$ cat config.mk
export PLATFORM = sky130hd
export DESIGN_NAME = ascon_sbox_ti_slicer
export DESIGN_NICKNAME = d
export VERILOG_FILES = /design/src/rtl/ascon_sbox_ti_slicer.sv
export SDC_FILE = /design/constraint.sdc
export NUM_CORES = 2
export LEC_CHECK = 0
export CELL_PAD_IN_SITES_DETAIL_PLACEMENT = 2
export CELL_PAD_IN_SITES_GLOBAL_PLACEMENT = 2
export CORE_AREA = 2 2 760 762
export CTS_CLUSTER_DIAMETER = 150
export CTS_CLUSTER_SIZE = 25
export DETAILED_ROUTE_END_ITERATION = 8
export DIE_AREA = 0 0 762 764
export PLACE_DENSITY = 0.44
export SYNTH_ARGS = -nofsm -noshare
export SYNTH_HDL_FRONTEND = slang
export SYNTH_HIERARCHICAL = 1
export SYNTH_SLANG_ARGS = --single-unit
$ cat constraint.sdc
create_clock -name clk -period 71.3 [get_ports clk]
set_clock_uncertainty 0.15 [all_clocks]
set_input_delay 7.13 -clock clk [delete_from_list [all_inputs] [get_ports clk]]
set_output_delay 7.13 -clock clk [all_outputs]
set_load 0.01 [all_outputs]
$ cat src/rtl/ascon_sbox_ti_slicer.sv
// Three-share threshold-implementation Ascon S-box layer for the 320-bit state.
// LANES columns are processed per cycle. Every share-function output is registered before it is reused.

module ascon_sbox_ti_share #(
    parameter bit INV = 1'b0
) (
    input  logic [4:0] a,
    input  logic [4:0] b,
    output logic [4:0] y
);
    // Bit i holds Ascon variable x_i.
    // a supplies the linear terms and the a*a products; b enters only through cross products.
    logic [4:0] pa, pb, c;

    assign pa = {a[4] ^ a[3], a[3], a[2] ^ a[1], a[1], a[0] ^ a[4]};
    assign pb = {b[4] ^ b[3], b[3], b[2] ^ b[1], b[1], b[0] ^ b[4]};

    for (genvar i = 0; i < 5; i++) begin : g_chi
        localparam int J = (i + 1) % 5;
        localparam int K = (i + 2) % 5;
        assign c[i] = pa[i] ^ pa[K] ^ (pa[J] & pa[K]) ^ (pa[J] & pb[K]) ^ (pb[J] & pa[K]);
    end

    // The final complement of x2 is applied in exactly one share.
    assign y = {c[4], c[3] ^ c[2], c[2] ^ INV, c[1] ^ c[0], c[0] ^ c[4]};
endmodule

module ascon_sbox_ti_slicer #(
    parameter int LANES = 8
) (
    input  logic         clk,
    input  logic         rst,
    input  logic         in_valid,
    output logic         in_ready,
    input  logic [319:0] in_s0,
    input  logic [319:0] in_s1,
    input  logic [319:0] in_s2,
    output logic         out_valid,
    input  logic         out_ready,
    output logic [319:0] out_s0,
    output logic [319:0] out_s1,
    output logic [319:0] out_s2,
    output logic         busy
);
    localparam int N  = 64 / LANES;
    localparam int CW = (N > 1) ? $clog2(N) : 1;

    if (!(LANES == 1 || LANES == 2 || LANES == 4 || LANES == 8 ||
          LANES == 16 || LANES == 32 || LANES == 64)) begin : g_bad_lanes
        $error("ascon_sbox_ti_slicer: LANES must be 1, 2, 4, 8, 16, 32 or 64");
    end

    typedef enum logic [1:0] {IDLE, RUN, DONE} state_t;

    state_t                   state_q, state_d;
    logic [CW-1:0]            ctr_q, ctr_d;
    logic [2:0][319:0]        in_q, in_d, out_q, out_d;
    logic                     in_ready_q, in_ready_d;
    logic                     out_valid_q, out_valid_d;
    logic                     busy_q, busy_d;
    logic [LANES-1:0][2:0][4:0] lane_x, lane_y;

    function automatic logic [8:0] bit_idx(input int word, input int col);
        return 9'(64 * word + col);
    endfunction

    always_comb begin
        lane_x = '0;
        for (int l = 0; l < LANES; l++)
            for (int s = 0; s < 3; s++)
                for (int i = 0; i < 5; i++)
                    lane_x[l][s][i] = in_q[s][bit_idx(i, int'(ctr_q) * LANES + l)];
    end

    // Output share j is computed from input shares j+1 and j+2 only.
    for (genvar l = 0; l < LANES; l++) begin : g_lane
        ascon_sbox_ti_share #(.INV(1'b1)) u_sh0 (.a(lane_x[l][1]), .b(lane_x[l][2]), .y(lane_y[l][0]));
        ascon_sbox_ti_share #(.INV(1'b0)) u_sh1 (.a(lane_x[l][2]), .b(lane_x[l][0]), .y(lane_y[l][1]));
        ascon_sbox_ti_share #(.INV(1'b0)) u_sh2 (.a(lane_x[l][0]), .b(lane_x[l][1]), .y(lane_y[l][2]));
    end

    always_comb begin
        state_d = state_q;
        ctr_d   = ctr_q;
        in_d    = in_q;
        out_d   = out_q;
        case (state_q)
            IDLE: begin
                if (in_valid && in_ready_q) begin
                    in_d    = {in_s2, in_s1, in_s0};
                    ctr_d   = '0;
                    state_d = RUN;
                end
            end
            RUN: begin
                for (int l = 0; l < LANES; l++)
                    for (int s = 0; s < 3; s++)
                        for (int i = 0; i < 5; i++)
                            out_d[s][bit_idx(i, int'(ctr_q) * LANES + l)] = lane_y[l][s][i];
                ctr_d = ctr_q + CW'(1);
                if (ctr_q == CW'(N - 1)) begin
                    ctr_d   = '0;
                    state_d = DONE;
                end
            end
            DONE: begin
                if (out_ready) state_d = IDLE;
            end
            default: state_d = IDLE;
        endcase
        // The handshake outputs are registered so that no input reaches them combinationally.
        in_ready_d  = (state_d == IDLE);
        out_valid_d = (state_d == DONE);
        busy_d      = (state_d != IDLE);
    end

    always_ff @(posedge clk or posedge rst) begin
        if (rst) begin
            state_q     <= IDLE;
            ctr_q       <= '0;
            in_q        <= '0;
            out_q       <= '0;
            in_ready_q  <= 1'b0;
            out_valid_q <= 1'b0;
            busy_q      <= 1'b0;
        end else begin
            state_q     <= state_d;
            ctr_q       <= ctr_d;
            in_q        <= in_d;
            out_q       <= out_d;
            in_ready_q  <= in_ready_d;
            out_valid_q <= out_valid_d;
            busy_q      <= busy_d;
        end
    end

    assign in_ready  = in_ready_q;
    assign out_valid = out_valid_q;
    assign busy      = busy_q;
    assign out_s0    = out_q[0];
    assign out_s1    = out_q[1];
    assign out_s2    = out_q[2];
endmodule

* Word-level counts from Yosys, hierarchy flattened
Cells that the tools add are included.
** Storage, ports and cells
- Register bits :: 1928
- Bits of input ports :: 964
- Word-level logic and storage cells :: 1622
** Operators by class
- Add/sub/neg operators :: 40
- Magnitude comparators :: 80
- Equal/unequal tests :: 5
- Muxes and demuxes :: 447
- Bitwise logic cells :: 992
- Reductions and logical operators :: 47
** Operators by type and width (count)
- 320-bit bitwise mux :: 120
- 1-bit binary-select mux with 9-bit select :: 117
- 1-bit XOR :: 624
- 9-bit by 10-bit < comparator with 1-bit output (second input constant) :: 38
- 1-bit AND :: 360
- 1-bit demux with 9-bit select :: 39
- 9-bit by 1-bit greater-or-equal comparator with 1-bit output (second input constant) :: 38
- 1-bit 2-to-1 mux :: 160
- 9-bit adder (first input constant) :: 14
- 8-bit by 9-bit adder with 9-bit output (first input constant) :: 7
- 9-bit by 7-bit adder with 9-bit output (first input constant) :: 7
- 1-bit logical AND :: 41
- 6-bit by 3-bit adder with 7-bit output (second input constant) :: 4
- 8-bit by 6-bit adder with 9-bit output (first input constant) :: 2
- 6-bit by 2-bit adder with 7-bit output (second input constant) :: 2
- 6-bit by 10-bit < comparator with 1-bit output (second input constant) :: 1
- 8-bit by 10-bit < comparator with 1-bit output (second input constant) :: 1
- 9-bit by 6-bit adder with 9-bit output (first input constant) :: 1
- 1-bit binary-select mux with 3-bit select :: 3
- 7-bit by 6-bit adder with 8-bit output (first input constant) :: 1
- 8-bit by 1-bit greater-or-equal comparator with 1-bit output (second input constant) :: 1
- 1-bit NOT :: 8
- 6-bit by 1-bit adder with 7-bit output (second input constant) :: 1
- 6-bit by 1-bit greater-or-equal comparator with 1-bit output (second input constant) :: 1
- 13 further kinds :: 20

* Logic depth before layout (Yosys ltp)
- Word-level depth :: 49
- Depth in mapped cells :: 14

* Hierarchy
The synthesis kept the hierarchy.
** By module, submodules not included
- ascon_sbox_ti_slicer :: times used 1, cells an instance 4523, area an instance 78271.3 um2, seq. area each 48246.3 um2
- ascon_sbox_ti_share (g_lane[0].u_sh1 ...) :: times used 14, cells an instance 58, area an instance 405.4 um2, seq. area each 0.0 um2
- ascon_sbox_ti_share (g_lane[0].u_sh0 ...) :: times used 8, cells an instance 46, area an instance 347.8 um2, seq. area each 0.0 um2
- ascon_sbox_ti_share (g_lane[5].u_sh2) :: times used 1, cells an instance 45, area an instance 390.4 um2, seq. area each 0.0 um2
- ascon_sbox_ti_share (g_lane[1].u_sh2) :: times used 1, cells an instance 52, area an instance 364.1 um2, seq. area each 0.0 um2

* Worst setup path before layout
No wires, ideal clock.
- Path kind :: input to register
- From :: input port in_valid
- To :: register in_q[0] in the netlist's numbering
- Setup time :: 125 ps
- Arrival time :: 8175 ps
- Path slack :: 62850 ps
- Stages on the path :: 5
- Path buffers :: 3
- Cell sequence :: nand4bb_1 > buf_2 > clkbuf_1 > buf_2 > mux2_2
** On the way
- Cells in the longest elaborated chain, start to end :: 2
** RTL lines
- start, declared :: RTL line 33 : input logic in_valid,
- 1-bit logical AND :: RTL line 89 : if (in_valid && in_ready_q) begin
- 2-bit AND reduction (no line)
- end signal, assigned :: RTL line 129 : in_q <= in_d;
- end, declared :: RTL line 57 : logic [2:0][319:0] in_q, in_d, out_q, out_d;
No other way between the ends.
A chain may end at the register's enable or synchronous reset.

==> metrics.yaml <==
synth_fa_ha_area_share_pct: 0.715
clk_path_buf_depth: 4
synth-xor-area-share_pct: 4.69
finalCoreUtilization_pct: 20.9
cp_max_fo: 91
dp_slack_ns: 57.80
die-area_um2: 582000
wl_per_cell_um: 30.3
viasPerCell: 3.76
gp_congestion: 0.757
synth_warnings: 6
hold_viol: 0
ctsRootBufferMaster: "clkbuf_16"
drtIter0Drc: 2077
worstSkewPairLatency_ns: 0.92
syn_area_um2: 87500
drc_errors: 0
synth-main-ff-cell: "dfrtp_1"
hold_path_depth: 1
setup_viol: 0
synthDistinctLibCells: 45
status: "complete, no violations"
fmax_mhz: 81.6
ioPinCount: 1927
synth_fp_nets: 6814
dr.pass1.iters: 7
endpoint_kind: "async pin"
fillCellCount: 62397
cts_num_sinks: 1928
drt-total-wl_um: 466000
dpl-instance-area_um2: 117000
std_cell_rows: 279
start_util_pct: 15.2
grt_pass1_wl_um: 616000
synthArstFlopShare_pct: 100
numCtsBuffers: 102
period_needed_ns: 12.26
grt_pass1_vias: 64385
ant_nets: 0
hpwl_um: 373000
grt_max_degree: 162
synth_top_family_by_area: "multiplexers"
drv_cap: 0
worstPathRequired_ns: 72.01
worst_r2r_path_depth: 12
cts_tree: "yes"
die-height_um: 764
worstMarginPinSlew_ns: 1.41
tns_ns: 0
max_slew_margin_pct: 5.38
vias: 57753
critical_path_class: "primary input to async pin"
die_x_um: 762
postCtsSetupBuffers: 0
yosysSeqAreaShare_pct: 55.1
antenna_found_initial: 368
drive_gt1_share_pct: 35.2
synth-simple-area-share_pct: 2.52
muxShareOfSynthArea_pct: 33.5
rsz0062_at_grt: "no"
synth-compound-area-share_pct: 1.18
cp-start-kind: "primary input"
hp-class: "flop to flop"
track_usage_pct: 15.6
synth-edff-count: 0
post_cts_resized: 0
drv_slew: 0
cts.clk_slew.worst_paths_ns: 0.11
final_nets: 8671
final_area_um2: 120000
period_share_pct: 17.2
area_growth_pct: 37.2
ctsHoldBuffers: 0
portBuffers: 1926
finalWorstSetupSlack_ns: 59.04
core_area_um2: 575000
overflow: 0
h-tree-depth: 3
syn_inst: 5800
syn_avg_cell_area_um2: 15.1
worstPathArrival_ns: 12.97
synth-seq-cells: 1928
## layout make-up
type                    instances  area (um^2)  share of cell area (%)
diodes                         89          223                   0.186
clock buffers                 106         2610                    2.18
clock inverters                26          424                   0.353
inverters                      67          259                   0.216
multi-input cells            3465        38100                    31.7
flip-flops and latches       1928        48300                    40.2
well taps                    7587         9490                    7.91
repair buffers               2093        20700                    17.2
## metal layers
| metal | track usage [%] | vias up | share of wire, % |
|---|---|---|---|
| met2 | 27.8 | 1711 | 51 |
| li1 | - | 24472 | - |
| met3 | 4.38 | 741 | 6.3 |
| met1 | 18.4 | 30571 | 40 |
| met5 | 0 | - | 0.35 |
| met4 | 3.57 | 258 | 2.5 |
## worst max-delay path, stage by stage
cell and delay [ns]:
clkdlybuf4s50_1 0.49, inv_8 0.53, buf_4 0.65, buf_4 0.65
buf_4 0.73, buf_4 0.62, buf_4 0.80, buf_4 0.94
## sequential cells by signal, indices dropped and copies added (netlist names)
signal     count
out_s2       320
out_s0       320
ctr_q          3
out_valid      1
busy           1
in_q         960
out_s1       320
state_q        2
in_ready       1
## placed cells by master, fill, tap and decap left out, drive strengths merged, types with 89 or more instances in the layout
master,n
xor2,169
mux4,254
mux2,2056
nand2,130
buf,167
clkdlybuf4s50,1926
xnor2,268
clkbuf,106
nor2,118
diode,89
dfrtp,1928
## synthesized netlist by cell type (50+ instances only)
| cell type | instances | area, um^2 |
|---|---|---|
| buf_2 | 233 | 1170 |
| clkbuf_1 | 78 | 293 |
| xor2_1 | 169 | 1480 |
| ha_1 | 50 | 626 |
| xnor2_1 | 244 | 2140 |
| nor2b_1 | 51 | 319 |
| nand2_1 | 130 | 488 |
| mux4_2 | 254 | 5720 |
| inv_1 | 67 | 251 |
| nor2_1 | 118 | 443 |
| a21oi_1 | 63 | 315 |
| mux2_2 | 2020 | 22700 |
| dfrtp_1 | 1928 | 48200 |
## worst paths after layout
| kind | start | end | slack, ns |
|---|---|---|---|
| max in group clk | in_valid | in_q[907] | 59.48 |
| setup / recovery | rst | in_q[171] | 59.04 |
| hold / removal | out_s2[144] | out_s2[144] | 0.35 |
| setup reg to reg | ctr_q[1] | out_s2[207] | 63.87 |
| hold reg to reg | out_s2[144] | out_s2[144] | 0.35 |
| min in group asynchronous | rst | out_s0[88] | 6.64 |
## cell families (layout without fill, tap and decap cells)
family,after synthesis,in the layout
flip-flops,1928,1928
AO/OA/AOI/OAI,174,174
AND/OR/NAND/NOR,447,447
XOR/XNOR,441,441
multiplexers,2353,2353
other,0,89
adder cells (fa/ha/maj),50,50
buffers and inverters,407,2292
## through the flow
step	instances	hold slack [ns]
CTS	15272	0.359
global placement	15140	0.328
detailed placement	15140	0.334
finish	15361	0.352
floorplan	5800	0.324
global route	15305	0.369
Power is not shown: default switching activity piles up to over one toggle a cycle in this logic, so the estimate is an artifact.
